`src/rtl/pll_pkg.sv`:
```
// rtl/pll_pkg.sv - shared state encoding, stage indices and Q8.24 constants for the PLL sequencer
package pll_pkg;

    typedef enum logic [1:0] {
        ST_IDLE  = 2'd0,
        ST_ISSUE = 2'd1,
        ST_WAIT  = 2'd2,
        ST_DONE  = 2'd3
    } pll_state_e;

    typedef enum logic [1:0] {
        STG_AB  = 2'd0,
        STG_DQ  = 2'd1,
        STG_PI  = 2'd2,
        STG_VCO = 2'd3
    } pll_stage_e;

    localparam int N_STG       = int'(STG_VCO) + 1;
    localparam int Q_FRAC_BITS = 24;
    // 0.1 in Q8.24
    localparam int Q_TENTH     = 1677722;

endpackage

```
`src/rtl/pll_tick_sync.sv`:
```
// rtl/pll_tick_sync.sv - 2-FF synchroniser plus registered rising-edge pulse
module pll_tick_sync (
    input  logic clk,
    input  logic rst_n,
    input  logic async_in,
    output logic tick
);

    // [0],[1] are the synchroniser pair, [2] holds the previous synchronised level
    logic [2:0] sync_q, sync_d;
    logic       tick_q, tick_d;

    // shift the asynchronous level in and detect a low-to-high transition
    always_comb begin
        sync_d = {sync_q[1:0], async_in};
        tick_d = sync_q[1] & ~sync_q[2];
    end

    // synchroniser and pulse registers
    always_ff @(posedge clk or negedge rst_n) begin
        if (!rst_n) begin
            sync_q <= '0;
            tick_q <= 1'b0;
        end else begin
            sync_q <= sync_d;
            tick_q <= tick_d;
        end
    end

    assign tick = tick_q;

endmodule

```
`src/rtl/pll_step_sequencer.sv`:
```
// rtl/pll_step_sequencer.sv - sequences one PLL control step through its stages with watchdog, overrun count and lock
module pll_step_sequencer import pll_pkg::*; #(
    parameter int DATA_WIDTH     = 32,
    parameter int FP_WIDTH       = Q_FRAC_BITS,
    parameter int N_STAGES       = N_STG,
    parameter int TIMEOUT_CYCLES = 1000,
    parameter int LOCK_THR       = Q_TENTH,
    parameter int LOCK_COUNT     = 50,
    parameter int CNT_WIDTH      = 16,
    localparam int AW            = (N_STAGES > 1) ? $clog2(N_STAGES) : 1
) (
    input  logic                  Clk,
    input  logic                  Resetn,
    input  logic                  clk_control,
    input  logic                  enable,
    input  logic                  clear_err,
    input  logic [N_STAGES-1:0]   stage_done,
    input  logic [DATA_WIDTH-1:0] q_in,
    output logic [N_STAGES-1:0]   stage_start,
    output logic                  busy,
    output logic                  step_done,
    output logic [AW-1:0]         active_stage,
    output logic                  timeout_err,
    output logic [CNT_WIDTH-1:0]  overrun_cnt,
    output logic                  locked
);

    localparam int LW = $clog2(LOCK_COUNT + 1);

    if (FP_WIDTH >= DATA_WIDTH) begin : g_fp_check
        $error("FP_WIDTH must leave at least one integer bit");
    end

    pll_state_e            state_q, state_d;
    logic [AW-1:0]         stage_q, stage_d;
    logic [CNT_WIDTH-1:0]  tmo_q, tmo_d;
    logic [CNT_WIDTH-1:0]  ovr_q, ovr_d;
    logic                  terr_q, terr_d;
    logic [LW-1:0]         lock_cnt_q, lock_cnt_d;
    logic                  locked_q, locked_d;

    logic                  tick;
    logic                  done_act;
    logic                  last_stage;
    logic                  overrun;
    logic                  in_thr;
    logic [DATA_WIDTH-1:0] q_abs;

    pll_tick_sync u_tick_sync (
        .clk      (Clk),
        .rst_n    (Resetn),
        .async_in (clk_control),
        .tick     (tick)
    );

    assign done_act   = stage_done[stage_q];
    assign last_stage = (stage_q == AW'(N_STAGES - 1));
    assign overrun    = tick && (state_q != ST_IDLE);

    // saturating magnitude of q so the most-negative code cannot wrap to itself
    always_comb begin
        q_abs = q_in;
        if (q_in[DATA_WIDTH-1]) begin
            if (q_in == {1'b1, {(DATA_WIDTH-1){1'b0}}}) begin
                q_abs = {1'b0, {(DATA_WIDTH-1){1'b1}}};
            end else begin
                q_abs = ~q_in + DATA_WIDTH'(1);
            end
        end
        in_thr = (q_abs <= DATA_WIDTH'(LOCK_THR));
    end

    // step FSM: stage issue/wait, watchdog, lock qualification; a timeout set beats clear_err
    always_comb begin
        state_d     = state_q;
        stage_d     = stage_q;
        tmo_d       = tmo_q;
        terr_d      = terr_q;
        lock_cnt_d  = lock_cnt_q;
        locked_d    = locked_q;
        stage_start = '0;
        step_done   = 1'b0;

        if (clear_err) begin
            terr_d = 1'b0;
        end

        case (state_q)
            ST_IDLE: begin
                if (tick && enable) begin
                    state_d = ST_ISSUE;
                    stage_d = AW'(STG_AB);
                end
            end
            ST_ISSUE: begin
                stage_start = N_STAGES'(1) << stage_q;
                tmo_d       = '0;
                if (done_act) begin
                    if (last_stage) begin
                        state_d = ST_DONE;
                    end else begin
                        state_d = ST_ISSUE;
                        stage_d = stage_q + AW'(1);
                    end
                end else begin
                    state_d = ST_WAIT;
                end
            end
            ST_WAIT: begin
                tmo_d = tmo_q + CNT_WIDTH'(1);
                if (done_act) begin
                    if (last_stage) begin
                        state_d = ST_DONE;
                    end else begin
                        state_d = ST_ISSUE;
                        stage_d = stage_q + AW'(1);
                    end
                end else if (tmo_q == CNT_WIDTH'(TIMEOUT_CYCLES - 1)) begin
                    terr_d     = 1'b1;
                    lock_cnt_d = '0;
                    locked_d   = 1'b0;
                    state_d    = ST_IDLE;
                end
            end
            ST_DONE: begin
                step_done = 1'b1;
                state_d   = ST_IDLE;
                if (in_thr) begin
                    if (lock_cnt_q != LW'(LOCK_COUNT)) begin
                        lock_cnt_d = lock_cnt_q + LW'(1);
                    end
                    locked_d = (lock_cnt_d == LW'(LOCK_COUNT));
                end else begin
                    lock_cnt_d = '0;
                    locked_d   = 1'b0;
                end
            end
            default: begin
                state_d = ST_IDLE;
            end
        endcase
    end

    // dropped-tick counter; an overrun coinciding with clear_err leaves a count of one
    always_comb begin
        ovr_d = ovr_q;
        if (clear_err) begin
            ovr_d = overrun ? CNT_WIDTH'(1) : '0;
        end else if (overrun && (ovr_q != '1)) begin
            ovr_d = ovr_q + CNT_WIDTH'(1);
        end
    end

    // state and status registers
    always_ff @(posedge Clk or negedge Resetn) begin
        if (!Resetn) begin
            state_q    <= ST_IDLE;
            stage_q    <= '0;
            tmo_q      <= '0;
            ovr_q      <= '0;
            terr_q     <= 1'b0;
            lock_cnt_q <= '0;
            locked_q   <= 1'b0;
        end else begin
            state_q    <= state_d;
            stage_q    <= stage_d;
            tmo_q      <= tmo_d;
            ovr_q      <= ovr_d;
            terr_q     <= terr_d;
            lock_cnt_q <= lock_cnt_d;
            locked_q   <= locked_d;
        end
    end

    assign busy         = (state_q != ST_IDLE);
    assign active_stage = stage_q;
    assign timeout_err  = terr_q;
    assign overrun_cnt  = ovr_q;
    assign locked       = locked_q;

endmodule
```
`config.mk`:
```
export PLATFORM = sky130hd
export DESIGN_NAME = pll_step_sequencer
export DESIGN_NICKNAME = d
export VERILOG_FILES = /design/src/rtl/pll_pkg.sv /design/src/rtl/pll_tick_sync.sv /design/src/rtl/pll_step_sequencer.sv
export SDC_FILE = /design/constraint.sdc
export NUM_CORES = 1
export LEC_CHECK = 0
export BUFFER_PORTS_ARGS = -buffer_cell sky130_fd_sc_hd__buf_2
export CAP_MARGIN = 25
export CORE_MARGIN = 2
export CORE_UTILIZATION = 45
export DETAILED_ROUTE_END_ITERATION = 7
export HOLD_SLACK_MARGIN = 0.03
export PLACE_DENSITY = 0.81
export SYNTH_ARGS = -nofsm -noshare
export SYNTH_HDL_FRONTEND = slang
export SYNTH_SLANG_ARGS = --single-unit
```
`constraint.sdc`:
```
create_clock -name Clk -period 2.4 [get_ports Clk]
set_clock_uncertainty 0.05 [all_clocks]
set_input_delay 0.12 -clock Clk [delete_from_list [all_inputs] [get_ports Clk]]
set_output_delay 0.12 -clock Clk [all_outputs]
set_load 0.03 [all_outputs]
```
==> metrics <==
result of the run=finished, violations left; violations in the final reports=setup timing; share of synthesized cell area in and, or, nand and nor gates=31.7%; Synth Area in XOR/XNOR=5.52%; mux share of post-synthesis cell area=2.26%; Core Area=7810 µm²; number of buffers inserted during clock tree synthesis=5; sequential-to-total area share from yosys stat=32.9%; startpoint type of the worst setup path=primary input; Die Y-Extent=94.1 µm; worst min-delay path endpoint=overrun_cnt[1]$_DFFE_PN0P_; startpoint of the most critical hold path=clear_err; number of clock sinks seen by CTS=48; adder-cell area share of the yosys netlist=4.46%; CP Max Fanout=8; Vias=3967; endpoint type of the worst setup path=flop; total wire length=10.4 mm; depth of the worst register-to-register path=8; Gate power share=39.5%; Clk Latency, worst-skew pair=300 ps; horizontal die dimension=94.1 µm; Top Ports=67; Area contributors post-synth=sky130_fd_sc_hd__dfrtp_1 33%, sky130_fd_sc_hd__nor2_1 5.6%, sky130_fd_sc_hd__ha_1 4.5%; row count=32; worst min-delay path class=in -> reg; total iterations of the first detailed-routing run=6; Clock Pin Slew Worst Setup and Hold Paths=90 ps; Net Switching=956 µW; most area-hungry cell type in the Yosys netlist=sky130_fd_sc_hd__dfrtp_1; number of fillers in the final layout=651; number of buffers between clock root and the deepest sink=2; clock tree from TritonCTS=yes; type of the worst setup path=in -> reg; Synthesis Warnings=0; number of global-route vias before repair=3824; post-detailed-route DRC marker count=0; Initial DRC Count=153; post-synthesis async set-or-reset flop share=100%; power share of the sequential group=34.8%; Mapped Cells=442; global-route wire length before repair=16.8 mm; number of levels in the clock H-tree=2; final hold violation count=0; power density over the cells=531 nW/µm²; internal reg-to-reg setup slack=130 ps; cell depth of the worst min-delay path=2; input/output buffers=66; P_int=1650 µW; setup TNS after final layout=-962 ps; cell chosen for the clock root=sky130_fd_sc_hd__clkbuf_8; die area=8850 µm²; Yosys cell types=68; Rel. slew slack=52.4%; Routed WL per cell=15.4 µm; ratio of cells with drive above 1 in the final layout=31.6%; leakage dissipation=0.00221 µW; Area Growth Syn to Fin=34.5%; number of antenna-violating nets in the routed design=0; NumNets Final=626; Min Clock Period, post-route=2570 ps; count of flip-flops with a built-in enable after synthesis=0; final setup violation count=7; Synth Area per Inst=8.26 µm²; share of the cycle needed by the critical path after routing=107%; estimated wirelength of the detail-placed design=7.54 mm; maximum achievable frequency=388 MHz; Net Sw Frac=36.7%; worst vdd rail ir drop=0.000703 V; critical path arrival=2760 ps; largest family of logic cells by synthesized area=simple AND/OR/NAND/NOR gates; overall overflow remaining after global route=0; gp weighted congestion=0.923; fraction of the core area covered by cells at the end of the flow=62.9%; worst flop-to-flop path endpoint=locked$_DFFE_PN0P_; top flip-flop cell by instance count after synthesis=sky130_fd_sc_hd__dfrtp_1; share of the synthesized area in the top cell type=32.9%; Post-Synthesis Cell Area=3650 µm²; Avg Vias per Cell=5.89; part of the power in the clock network=25.7%; share of the synthesized area in compound gates (AO/OA/AOI/OAI)=19.4%; # Max-Cap Violations=0; required time reported for the critical path endpoint=2590 ps; final slew viol count=0; final antenna diode count=0; unrepaired setup endpoints after global routing=true; register bit total from synthesis=48; measured slew at the worst slew-check pin=714 ps; Post-Synthesis Net Count=496; GR Util All Layers=23.0%; largest net degree at the start of global routing=29; final worst setup slack=-174 ps; worst-case setup slack after placement=-569 ps; initial antenna violation count=0; initial core utilization=46.8%; RR Startpoint=state_q[0]$_DFFE_PN0P_
critical path, stage by stage:
cell and delay [ps]:
sky130_fd_sc_hd__buf_6 90, sky130_fd_sc_hd__or4_4 570, sky130_fd_sc_hd__or2_1 350, sky130_fd_sc_hd__nor3_2 280, sky130_fd_sc_hd__a31oi_1 160, sky130_fd_sc_hd__o41ai_2 380
sky130_fd_sc_hd__o211ai_1 150, sky130_fd_sc_hd__a211o_4 380, sky130_fd_sc_hd__o21bai_1 130, sky130_fd_sc_hd__a22o_1 140
area by class of cell:
class	count	area [µm²]	area share, %
clock buffers	5	68.8	1.40
clock inverters	2	60.1	1.22
inverters	15	61.3	1.25
multi-input cells	361	2470	50.3
flip-flops and latches	48	1200	24.5
well taps	102	128	2.60
repair buffers	141	923	18.8
layer usage:
layer	up-vias	wire length [µm]	GRT usage [%]
met4	0	136	7.73
li1	1893	-	-
met2	168	5320	42.4
met3	15	589	2.65
met1	1891	4360	27.6
met5	-	0	0
metrics by stage:
stage | instances | total power, µW | instance area [µm²] | hold WS (ps)
after floorplan | 442 | 1560 | 3690 | -226
final | 674 | 2610 | 4910 | 141
after global placement | 659 | 1860 | 4560 | 116
after detailed placement | 659 | 1910 | 4560 | 122
after CTS | 673 | 2600 | 4810 | 134
after global routing | 674 | 2760 | 4910 | 149
flip-flops by register name (all words and copies together) (netlist names), 2 cells and up:
register and flops:
tmo_q 16, state_q 2, overrun_cnt 16, lock_cnt_q 6, active_stage 2, u_tick_sync.sync_q 3
cell usage in the layout (no fill, tap or decap), drive strengths merged, types with 5 or more instances in the layout:
cell | Yosys | layout
buf | 6 | 139
nor2 | 54 | 54
dfrtp | 48 | 48
nand2 | 43 | 43
nand3 | 24 | 24
o21ai | 21 | 21
xor2 | 18 | 18
a21oi | 17 | 17
inv | 15 | 15
ha | 13 | 13
nor3 | 13 | 13
nor2b | 11 | 11
or3 | 11 | 11
nand4 | 9 | 9
and3 | 8 | 8
or4 | 8 | 8
nor4 | 8 | 8
o41ai | 8 | 8
o31ai | 7 | 7
mux2i | 6 | 6
xnor2 | 5 | 5
clkbuf | 12 | 5
or2 | 5 | 5
power groups by stage:
stage / combinational, µW / clock, µW / sequential (µW)
2_1_floorplan: 606 / 0 / 953
3_3_place_gp: 937 / 0 / 919
3_5_place_dp: 983 / 0 / 925
4_1_cts: 1010 / 686 / 909
5_1_grt: 1130 / 710 / 918
6_report: 1030 / 669 / 908
synth_stat cells, types with 5 or more instances:
cell type / n
sky130_fd_sc_hd__a21oi_1: 17
sky130_fd_sc_hd__and3_1: 8
sky130_fd_sc_hd__clkbuf_1: 12
sky130_fd_sc_hd__dfrtp_1: 48
sky130_fd_sc_hd__ha_1: 13
sky130_fd_sc_hd__inv_1: 15
sky130_fd_sc_hd__mux2i_1: 6
sky130_fd_sc_hd__nand2_1: 43
sky130_fd_sc_hd__nand3_1: 24
sky130_fd_sc_hd__nand4_1: 9
sky130_fd_sc_hd__nor2_1: 54
sky130_fd_sc_hd__nor2b_1: 11
sky130_fd_sc_hd__nor3_1: 12
sky130_fd_sc_hd__nor4_1: 7
sky130_fd_sc_hd__o21ai_0: 20
sky130_fd_sc_hd__o31ai_1: 7
sky130_fd_sc_hd__o41ai_1: 7
sky130_fd_sc_hd__or3_1: 11
sky130_fd_sc_hd__or4_1: 6
sky130_fd_sc_hd__xnor2_1: 5
sky130_fd_sc_hd__xor2_1: 18
kinds of logic (layout without fill, tap and decap cells):
| group | count (synthesis) | after routing |
|---|---|---|
| xor gates and xnor gates | 23 | 23 |
| DFF | 48 | 48 |
| muxes | 7 | 7 |
| and+or+nand+nor | 219 | 219 |
| AOI/OAI and AO/OA | 99 | 99 |
| buffers and inverters | 33 | 163 |
| adders and majority gates | 13 | 13 |
timing repair:
action | CTS | global route
hold buffers | 2 | 0
pin swaps | 14 | 13
buffers inserted | 5 | 1
hold endpoints to repair | 27 | 0
endpoints found under the setup margin | 7 | 18
gates resized for setup | 14 | 14
worst max-delay path by stage:
stage	start	to
floorplan	q_in[5]	lock_cnt_q[2]$_DFFE_PN0P_
global placement	q_in[0]	lock_cnt_q[2]$_DFFE_PN0P_
detailed placement	q_in[9]	lock_cnt_q[2]$_DFFE_PN0P_
CTS	q_in[12]	lock_cnt_q[2]$_DFFE_PN0P_
global route	q_in[12]	lock_cnt_q[2]$_DFFE_PN0P_
finish	q_in[12]	lock_cnt_q[2]$_DFFE_PN0P_
Power figures use the tool's default switching activity.
